## src/rtl/burst_gate_sequencer_if.sv

```systemverilog
// Signal bundle between the sync slicer / burst-error source and the burst gate sequencer.
// Every signal is level-sampled on each clk edge; there is no valid/ready handshake on this bus.
interface burst_gate_sequencer_if;
  logic               sync_in;
  logic signed [11:0] error_in;
  logic               burst_active;
  logic               line_start;
  logic               sync_lost;
  logic               locked;
  logic [2:0]         state_dbg;

  modport master (
    output sync_in, error_in,
    input  burst_active, line_start, sync_lost, locked, state_dbg
  );

  modport slave (
    input  sync_in, error_in,
    output burst_active, line_start, sync_lost, locked, state_dbg
  );
endinterface

```

## src/rtl/burst_gate_sequencer.sv

```systemverilog
// Validates hsync pulses, opens the chroma burst gate at a fixed offset after the sync
// trailing edge, and tracks line timing, sync loss and burst-PLL lock.
module burst_gate_sequencer #(
  parameter int SYNC_MIN     = 40,
  parameter int SYNC_MAX     = 120,
  parameter int BURST_START  = 20,
  parameter int BURST_LEN    = 36,
  parameter int LINE_TIMEOUT = 1000,
  parameter int LOCK_THRESH  = 64,
  parameter int LOCK_LINES   = 16
) (
  input  logic                  clk,
  input  logic                  rst,
  burst_gate_sequencer_if.slave bus
);

  localparam int WW = $clog2(SYNC_MAX + 1);
  localparam int DW = $clog2(BURST_START + 1);
  localparam int BW = $clog2(BURST_LEN + 1);
  localparam int TW = $clog2(LINE_TIMEOUT + 1);
  localparam int GW = $clog2(LOCK_LINES + 1);

  localparam logic [WW-1:0] WIDTH_LAST = WW'(SYNC_MAX - 1);
  localparam logic [WW-1:0] WIDTH_MIN  = WW'(SYNC_MIN);
  localparam logic [DW-1:0] DELAY_LAST = DW'(BURST_START - 1);
  localparam logic [BW-1:0] BURST_LAST = BW'(BURST_LEN - 1);
  localparam logic [TW-1:0] TIMEOUT    = TW'(LINE_TIMEOUT);
  localparam logic [GW-1:0] GOOD_MAX   = GW'(LOCK_LINES);
  localparam logic [12:0]   THRESH     = 13'(LOCK_THRESH);

  typedef enum logic [2:0] {
    S_WAIT  = 3'd0,
    S_SYNC  = 3'd1,
    S_BROAD = 3'd2,
    S_DELAY = 3'd3,
    S_BURST = 3'd4
  } state_t;

  state_t      state;
  logic [WW-1:0] width;
  logic [DW-1:0] dly_cnt;
  logic [BW-1:0] burst_cnt;
  logic [TW-1:0] line_tmr;
  logic [GW-1:0] good_cnt;
  logic [12:0]   peak;
  logic          burst_active_q;
  logic          line_start_q;
  logic          sync_lost_q;
  logic          locked_q;

  logic signed [12:0] err_ext;
  logic [12:0]        err_abs;
  logic [12:0]        peak_next;
  logic               hsync;
  logic               burst_good;

  // 13-bit magnitude so that |-2048| is representable.
  always_comb begin
    err_ext    = {bus.error_in[11], bus.error_in};
    err_abs    = err_ext[12] ? 13'(-err_ext) : 13'(err_ext);
    peak_next  = (err_abs > peak) ? err_abs : peak;
    burst_good = (peak_next < THRESH);
    hsync      = (state == S_SYNC) && !bus.sync_in && (width >= WIDTH_MIN);
  end

  always_ff @(posedge clk or posedge rst) begin
    if (rst) begin
      state          <= S_WAIT;
      width          <= '0;
      dly_cnt        <= '0;
      burst_cnt      <= '0;
      line_tmr       <= '0;
      good_cnt       <= '0;
      peak           <= '0;
      burst_active_q <= 1'b0;
      line_start_q   <= 1'b0;
      sync_lost_q    <= 1'b1;
      locked_q       <= 1'b0;
    end else begin
      line_start_q <= 1'b0;
      case (state)
        S_WAIT: begin
          if (bus.sync_in) begin
            state <= S_SYNC;
            width <= WW'(1);
          end
        end
        S_SYNC: begin
          if (bus.sync_in) begin
            if (width == WIDTH_LAST) state <= S_BROAD;
            width <= width + WW'(1);
          end else if (hsync) begin
            line_start_q <= 1'b1;
            dly_cnt      <= '0;
            state        <= S_DELAY;
          end else begin
            state <= S_WAIT;
          end
        end
        S_BROAD: begin
          if (!bus.sync_in) state <= S_WAIT;
        end
        S_DELAY: begin
          if (bus.sync_in) begin
            state <= S_SYNC;
            width <= WW'(1);
          end else if (dly_cnt == DELAY_LAST) begin
            state          <= S_BURST;
            burst_active_q <= 1'b1;
            burst_cnt      <= '0;
            peak           <= '0;
          end else begin
            dly_cnt <= dly_cnt + DW'(1);
          end
        end
        S_BURST: begin
          // A new sync edge inside the window wins, even on its last cycle.
          if (bus.sync_in) begin
            state          <= S_SYNC;
            width          <= WW'(1);
            burst_active_q <= 1'b0;
            good_cnt       <= '0;
            locked_q       <= 1'b0;
          end else begin
            peak <= peak_next;
            if (burst_cnt == BURST_LAST) begin
              state          <= S_WAIT;
              burst_active_q <= 1'b0;
              if (burst_good) begin
                if (good_cnt != GOOD_MAX) good_cnt <= good_cnt + GW'(1);
                locked_q <= (good_cnt >= GOOD_MAX - GW'(1));
              end else begin
                good_cnt <= '0;
                locked_q <= 1'b0;
              end
            end else begin
              burst_cnt <= burst_cnt + BW'(1);
            end
          end
        end
        default: begin
          state          <= S_WAIT;
          burst_active_q <= 1'b0;
        end
      endcase

      // Line timer sits after the FSM so a timeout overrides any lock update.
      if (hsync) begin
        line_tmr    <= '0;
        sync_lost_q <= 1'b0;
      end else if (line_tmr == TIMEOUT) begin
        sync_lost_q <= 1'b1;
        good_cnt    <= '0;
        locked_q    <= 1'b0;
      end else begin
        line_tmr <= line_tmr + TW'(1);
      end
    end
  end

  assign bus.burst_active = burst_active_q;
  assign bus.line_start   = line_start_q;
  assign bus.sync_lost    = sync_lost_q;
  assign bus.locked       = locked_q;
  assign bus.state_dbg    = state;

endmodule

```

## src/flat_wrapper.sv

```systemverilog
// flat-port wrapper written by rule: the top's interface ports become plain ports
module burst_gate_sequencer_flat 
#(
  parameter int SYNC_MIN     = 40,
  parameter int SYNC_MAX     = 120,
  parameter int BURST_START  = 20,
  parameter int BURST_LEN    = 36,
  parameter int LINE_TIMEOUT = 1000,
  parameter int LOCK_THRESH  = 64,
  parameter int LOCK_LINES   = 16
)
  (clk, rst, bus_sync_in, bus_error_in, bus_burst_active, bus_line_start, bus_sync_lost, bus_locked, bus_state_dbg);
  burst_gate_sequencer_if bus_i ();
  input  logic clk;
  input  logic rst;
  input wire logic [$bits(bus_i.sync_in)-1:0] bus_sync_in;
  input wire logic [$bits(bus_i.error_in)-1:0] bus_error_in;
  output wire logic [$bits(bus_i.burst_active)-1:0] bus_burst_active;
  output wire logic [$bits(bus_i.line_start)-1:0] bus_line_start;
  output wire logic [$bits(bus_i.sync_lost)-1:0] bus_sync_lost;
  output wire logic [$bits(bus_i.locked)-1:0] bus_locked;
  output wire logic [$bits(bus_i.state_dbg)-1:0] bus_state_dbg;
  assign bus_i.sync_in = bus_sync_in;
  assign bus_i.error_in = bus_error_in;
  assign bus_burst_active = bus_i.burst_active;
  assign bus_line_start = bus_i.line_start;
  assign bus_sync_lost = bus_i.sync_lost;
  assign bus_locked = bus_i.locked;
  assign bus_state_dbg = bus_i.state_dbg;
  burst_gate_sequencer #(.SYNC_MIN(SYNC_MIN), .SYNC_MAX(SYNC_MAX), .BURST_START(BURST_START), .BURST_LEN(BURST_LEN), .LINE_TIMEOUT(LINE_TIMEOUT), .LOCK_THRESH(LOCK_THRESH), .LOCK_LINES(LOCK_LINES)) u_core (.clk(clk), .rst(rst), .bus(bus_i));
endmodule
```

## config.mk

```make
export PLATFORM = sky130hd
export DESIGN_NAME = burst_gate_sequencer_flat
export DESIGN_NICKNAME = d
export VERILOG_FILES = /design/src/rtl/burst_gate_sequencer_if.sv /design/src/rtl/burst_gate_sequencer.sv /design/src/flat_wrapper.sv
export SDC_FILE = /design/constraint.sdc
export NUM_CORES = 1
export LEC_CHECK = 0
export BUFFER_PORTS_ARGS = -buffer_cell sky130_fd_sc_hd__buf_4
export CORE_MARGIN = 10
export CORE_UTILIZATION = 35
export DETAILED_ROUTE_END_ITERATION = 16
export GPL_TIMING_DRIVEN = 0
export SLEW_MARGIN = 20
export SYNTH_ARGS = -nofsm -noshare
export SYNTH_HDL_FRONTEND = slang
export SYNTH_SLANG_ARGS = --single-unit
```

## constraint.sdc

```tcl
create_clock -name clk -period 2.84 [get_ports clk]
set_input_delay 0.426 -clock clk [delete_from_list [all_inputs] [get_ports clk]]
set_output_delay 0.426 -clock clk [all_outputs]
set_load 0.05 [all_outputs]
```

==> impl.org <==
** Run status
- The flow ran to the end, but the final reports show violations.
- Violated checks :: setup timing

** Timing
- Hold_ws :: ~0.22 ns
- Setup repair after global routing could not meet its margin everywhere.
- Tmin final :: about 3.2 ns
- Worst max-slew margin expressed relative to the limit :: 0.553
- Fin worst setup slack :: -0.352 ns
- Final setup violating endpoints :: 18
- Worst-margin pin slew :: roughly 0.66 ns
- Hold Violations, Final :: 0
- Based on the critical path, the design can be clocked at up to 0.313 GHz.
- Setup tns final :: -5.62 ns
- Worst setup skew after layout :: 0.0103 ns
- Post-route fraction of the period consumed by the critical path :: 1.12
- Count of pins over their slew limit :: 0

** Routing
- Post-route DRC violation count :: 0
- The count of nets left with antenna violations once routing finished came out at 0.
- Dividing the detail-routed wire length by the instance count gives between 10 and 15 um.
- Vias :: about 3100
- Iter 0 DRT Violations :: just under 100
- 1st-pass router iterations :: 4
- The routed design has around 8400 um of wire.
- Routed vias/inst :: 5.22

** Cells and area
- Compared with the post-synthesis result, the final layout area differs by 29.4%.
- Once layout is done, the placed cells without fillers occupy 0.00451 mm^2.
- In the final layout, the share of cells above drive strength 1 is 0.264.
- Area occupied by multi-input gates :: around 0.0023 mm^2
- NumNets Final :: 492
- After filler insertion, the fill cell instance count of the layout stands at between 900 and 1000.
- Registers take approximately 0.0013 mm^2.
- Diodes inserted :: 0
- At the end of the flow the core is filled with cells to 0.464.
- Once layout is complete, the cells apart from fillers number 588.

** Die
- Number of top-level pins :: 22
- Die ar. :: 0.0144 mm^2
- Die width :: approximately 120 um
- Die extent in y :: roughly 120 um
- Core footprint :: about 0.0097 mm^2
- The initial utilization of the core area, before any placement, comes to 0.359.
- Row generation in the floorplan step produced 36 rows.

** Synth
- In the synthesized netlist the async set-or-reset flop fraction comes to 1.00.
- Most common flop cell mapped by yosys :: dfrtp_1
- Of the total synthesized cell area, the portion taken by full adders, half adders and majority gates is 0.0825.
- Post-synthesis area per instance :: between 8 and 9 um^2
- Yosys mapped a number of flops with a built-in enable equal to 0.
- In the synthesized netlist, the cells that appear most often are 52 x dfrtp_1, 33 x nand2_1, 33 x nor2_1.
- Multiplexer share of the synthesized area :: 0.00323
- Most instantiated library cell after synthesis :: dfrtp_1
- Area share of the leading cell type in the synthesized netlist :: 0.373
- Synthesis produced a netlist with a net count of ~430.
- Area share of xor/xnor cells in the synthesized design :: 0.0549
- Number of register bits inferred by synthesis :: 53
- Simple-gate portion of the synthesized area :: 0.220
- Cells taking the most area after synthesis :: dfrtp_1 37%, ha_1 8.2%, o21ai_0 3.7%, a21oi_1 3.6%, nand2_1 3.6%
- Leading area contributor after synthesis :: dfrtp_1
- Number of unique standard cell types used by synthesis :: between 60 and 70
- Cells after synthesis :: just under 400
- Cell area after technology mapping :: between 0.003 and 0.004 mm^2
- Compound-gate portion of the synthesized area :: 0.211
- Count of yosys warnings during synthesis :: 0
- For this run, the register share of the synthesized area comes to 0.381.
- Largest family of logic cells by synthesized area :: simple AND/OR/NAND/NOR gates

** Pwr
- Across the VDD grid, the largest voltage drop is approximately 0.26 mV.
- In this run the power spent charging and discharging nets is about 760 uW.
- For this design the ratio of total power to cell area is 481 mW/mm^2.
- Fraction of power spent switching nets :: 0.352
- Cell internal pwr :: between 1000 and 1500 uW
- Leakage component of the power :: 0.00192 uW
- Of the total power, combinational logic draws 0.316.
- The share of total power dissipated in the clock network is 0.254.
- The share of total power dissipated in sequential elements is 0.430.

** Global routing
- Via count of the first global-routing pass :: between 3000 and 4000
- Remaining Overflow, GRT :: 0
- Largest net degree at the start of global routing :: between 50 and 60
- The number of antenna violations at the first check in global routing came to 0.
- First-pass GRT wire length :: 14500 um
- Global-route total usage across every layer :: 0.119

** Setup path
- Reg2Reg Launch Point :: u_core.bus.state_dbg[2]$_DFFE_PP0P_
- In this design, the critical path's most frequently occurring cell is buf_4.
- Along the worst path, the maximum fanout reaches 4.
- Setup slack on the worst reg-to-reg path comes out at about 0.21 ns.
- WP buf/inv :: 4
- The worst setup path is of the in2reg kind.
- The slowest stage of the critical path belongs to the cell or4_4.
- Data required time of the worst path :: a little over 3 ns
- R2r endpoint :: u_core.good_cnt[4]$_DFF_PP0_
- The worst setup path is captured at a flop.
- STA puts the critical path data arrival time at 3.44 ns.
- For this run, the slowest stage of the critical path takes around 0.55 ns.
- STA classifies the critical path startpoint as an input pin.
- Number of cells on the worst reg-to-reg path :: 9
- Crit. path cell count :: 15
- Cell chain of the critical path :: buf_8 > or4_4 > or2_4 > o31ai_4 > xnor2_2 > ha_1 > nand4_1 > buf_6 > a211oi_4 > o31a_4 > nor4_4 > buf_4 > buf_4 > a211oi_2 > a21oi_1
- In this design, the largest share of critical-path delay is due to simple AND/OR/NAND/NOR gates.

** Clock tree
- Clock transition at path regs :: about 0.1 ns
- In this run, post-CTS hold repair placed 0 buffers.
- The tree is rooted in a clkbuf_8.
- Buffers from clock root to sink, at most :: 2
- Number of H-tree levels :: 2
- CTS saw 53 sinks.
- TritonCTS built the clock tree.
- In this run, CTS created clock tree buffers numbering 5.
- Clock insertion delay at the later pin of the skew report :: around 0.31 ns

** Placement
- Detailed placement ended at an HPWL of 5700 um.
- Routability congestion estimate from global placement :: around 0.85
- The placed instances occupy a cell area of just under 0.004 mm^2.
- In this run, placement finished with an instance count of ~550.
- Port bufs :: 21

** Flow run
- The tool flagged a number of max-cap violations equal to 0.

** Hold path
- Class of the worst hold path :: in2async
## power by group through the flow
| stage | logic (uW) | clock network, uW | registers, uW |
|---|---|---|---|
| 4_1_cts | 662 | 564 | 933 |
| 2_1_floorplan | 405 | 0 | 977 |
| 3_3_place_gp | 583 | 0 | 946 |
| 3_5_place_dp | 595 | 0 | 946 |
| 6_report | 686 | 553 | 933 |
| 5_1_grt | 776 | 585 | 949 |
## registers in the layout, indices dropped and copies added, names as in the netlist
| name | cells |
|---|---|
| u_core.line_tmr | 10 |
| u_core.bus.burst_active | 1 |
| u_core.peak | 13 |
| u_core.bus.locked | 1 |
| u_core.bus.line_start | 1 |
| u_core.good_cnt | 5 |
| u_core.bus.state_dbg | 3 |
| u_core.burst_cnt | 6 |
| u_core.bus.sync_lost | 1 |
| u_core.width | 7 |
| u_core.dly_cnt | 5 |
## cell families (layout without fill, tap and decap cells)
kind of cell    Yosys count  in the layout
buf+inv                  42            104
compound gates          108            108
other cells               1              1
fa+ha+maj                23             23
xor+xnor                 21             21
simple gates            144            144
flops                    53             53
mux                       1              1
## per-stage QoR
| step | setup slack, ns | total power, uW |
|---|---|---|
| floorplan | -0.384 | 1380 |
| global placement | -0.923 | 1530 |
| detailed placement | -0.960 | 1540 |
| CTS | -0.381 | 2160 |
| global route | -0.513 | 2310 |
| finish | -0.352 | 2170 |
## metal layers
metal,track usage,up-vias,wire length (um)
met4,0.0437,0,137
li1,-,1540,-
met2,0.204,37,4080
met3,0.0216,9,235
met5,0,-,0
met1,0.145,1481,3960
## placed cells by master, fill, tap and decap left out, drive strengths merged, types with 9 or more instances in the layout
| master | netlist | layout |
|---|---|---|
| buf | 5 | 59 |
| dfrtp | 52 | 52 |
| nor2 | 33 | 33 |
| nand2 | 33 | 33 |
| inv | 31 | 31 |
| o21ai | 27 | 27 |
| a21oi | 25 | 25 |
| ha | 23 | 23 |
| nand3 | 20 | 20 |
| xor2 | 12 | 12 |
| clkbuf | 6 | 12 |
| nand4 | 9 | 9 |
| or3 | 9 | 9 |
| a22o | 9 | 9 |
| xnor2 | 9 | 9 |
| nor3 | 9 | 9 |
| o31ai | 9 | 9 |
## cell type report
type | count | share of cell area
plain buffers | 11 | 0.0119
clock buffers | 6 | 0.0183
clock inverters | 2 | 0.00832
inverters | 31 | 0.0274
multi-input cells | 298 | 0.501
flip-flops and latches | 53 | 0.294
well taps | 133 | 0.0369
repair buffers | 54 | 0.102
## how the worst max path moves through the flow
stage	start	to	slack [ns]
floorplan	bus_error_in[1]	u_core.good_cnt[2]$_DFF_PP0_	-0.38
global placement	bus_error_in[0]	u_core.peak[5]$_DFFE_PP0P_	-0.92
detailed placement	bus_error_in[0]	u_core.peak[5]$_DFFE_PP0P_	-0.96
CTS	bus_error_in[1]	u_core.good_cnt[0]$_DFF_PP0_	-0.38
global route	bus_error_in[6]	u_core.good_cnt[1]$_DFF_PP0_	-0.51
finish	bus_error_in[6]	u_core.good_cnt[4]$_DFF_PP0_	-0.35
## what timing repair did
action / in CTS / in global routing
gates cloned: 1 / 0
setup endpoints to repair: 19 / 19
gates resized for setup: 41 / 13
pin swaps: 16 / 16
buffers inserted: 25 / 8
No activity file was read; power rests on OpenSTA's default activity.
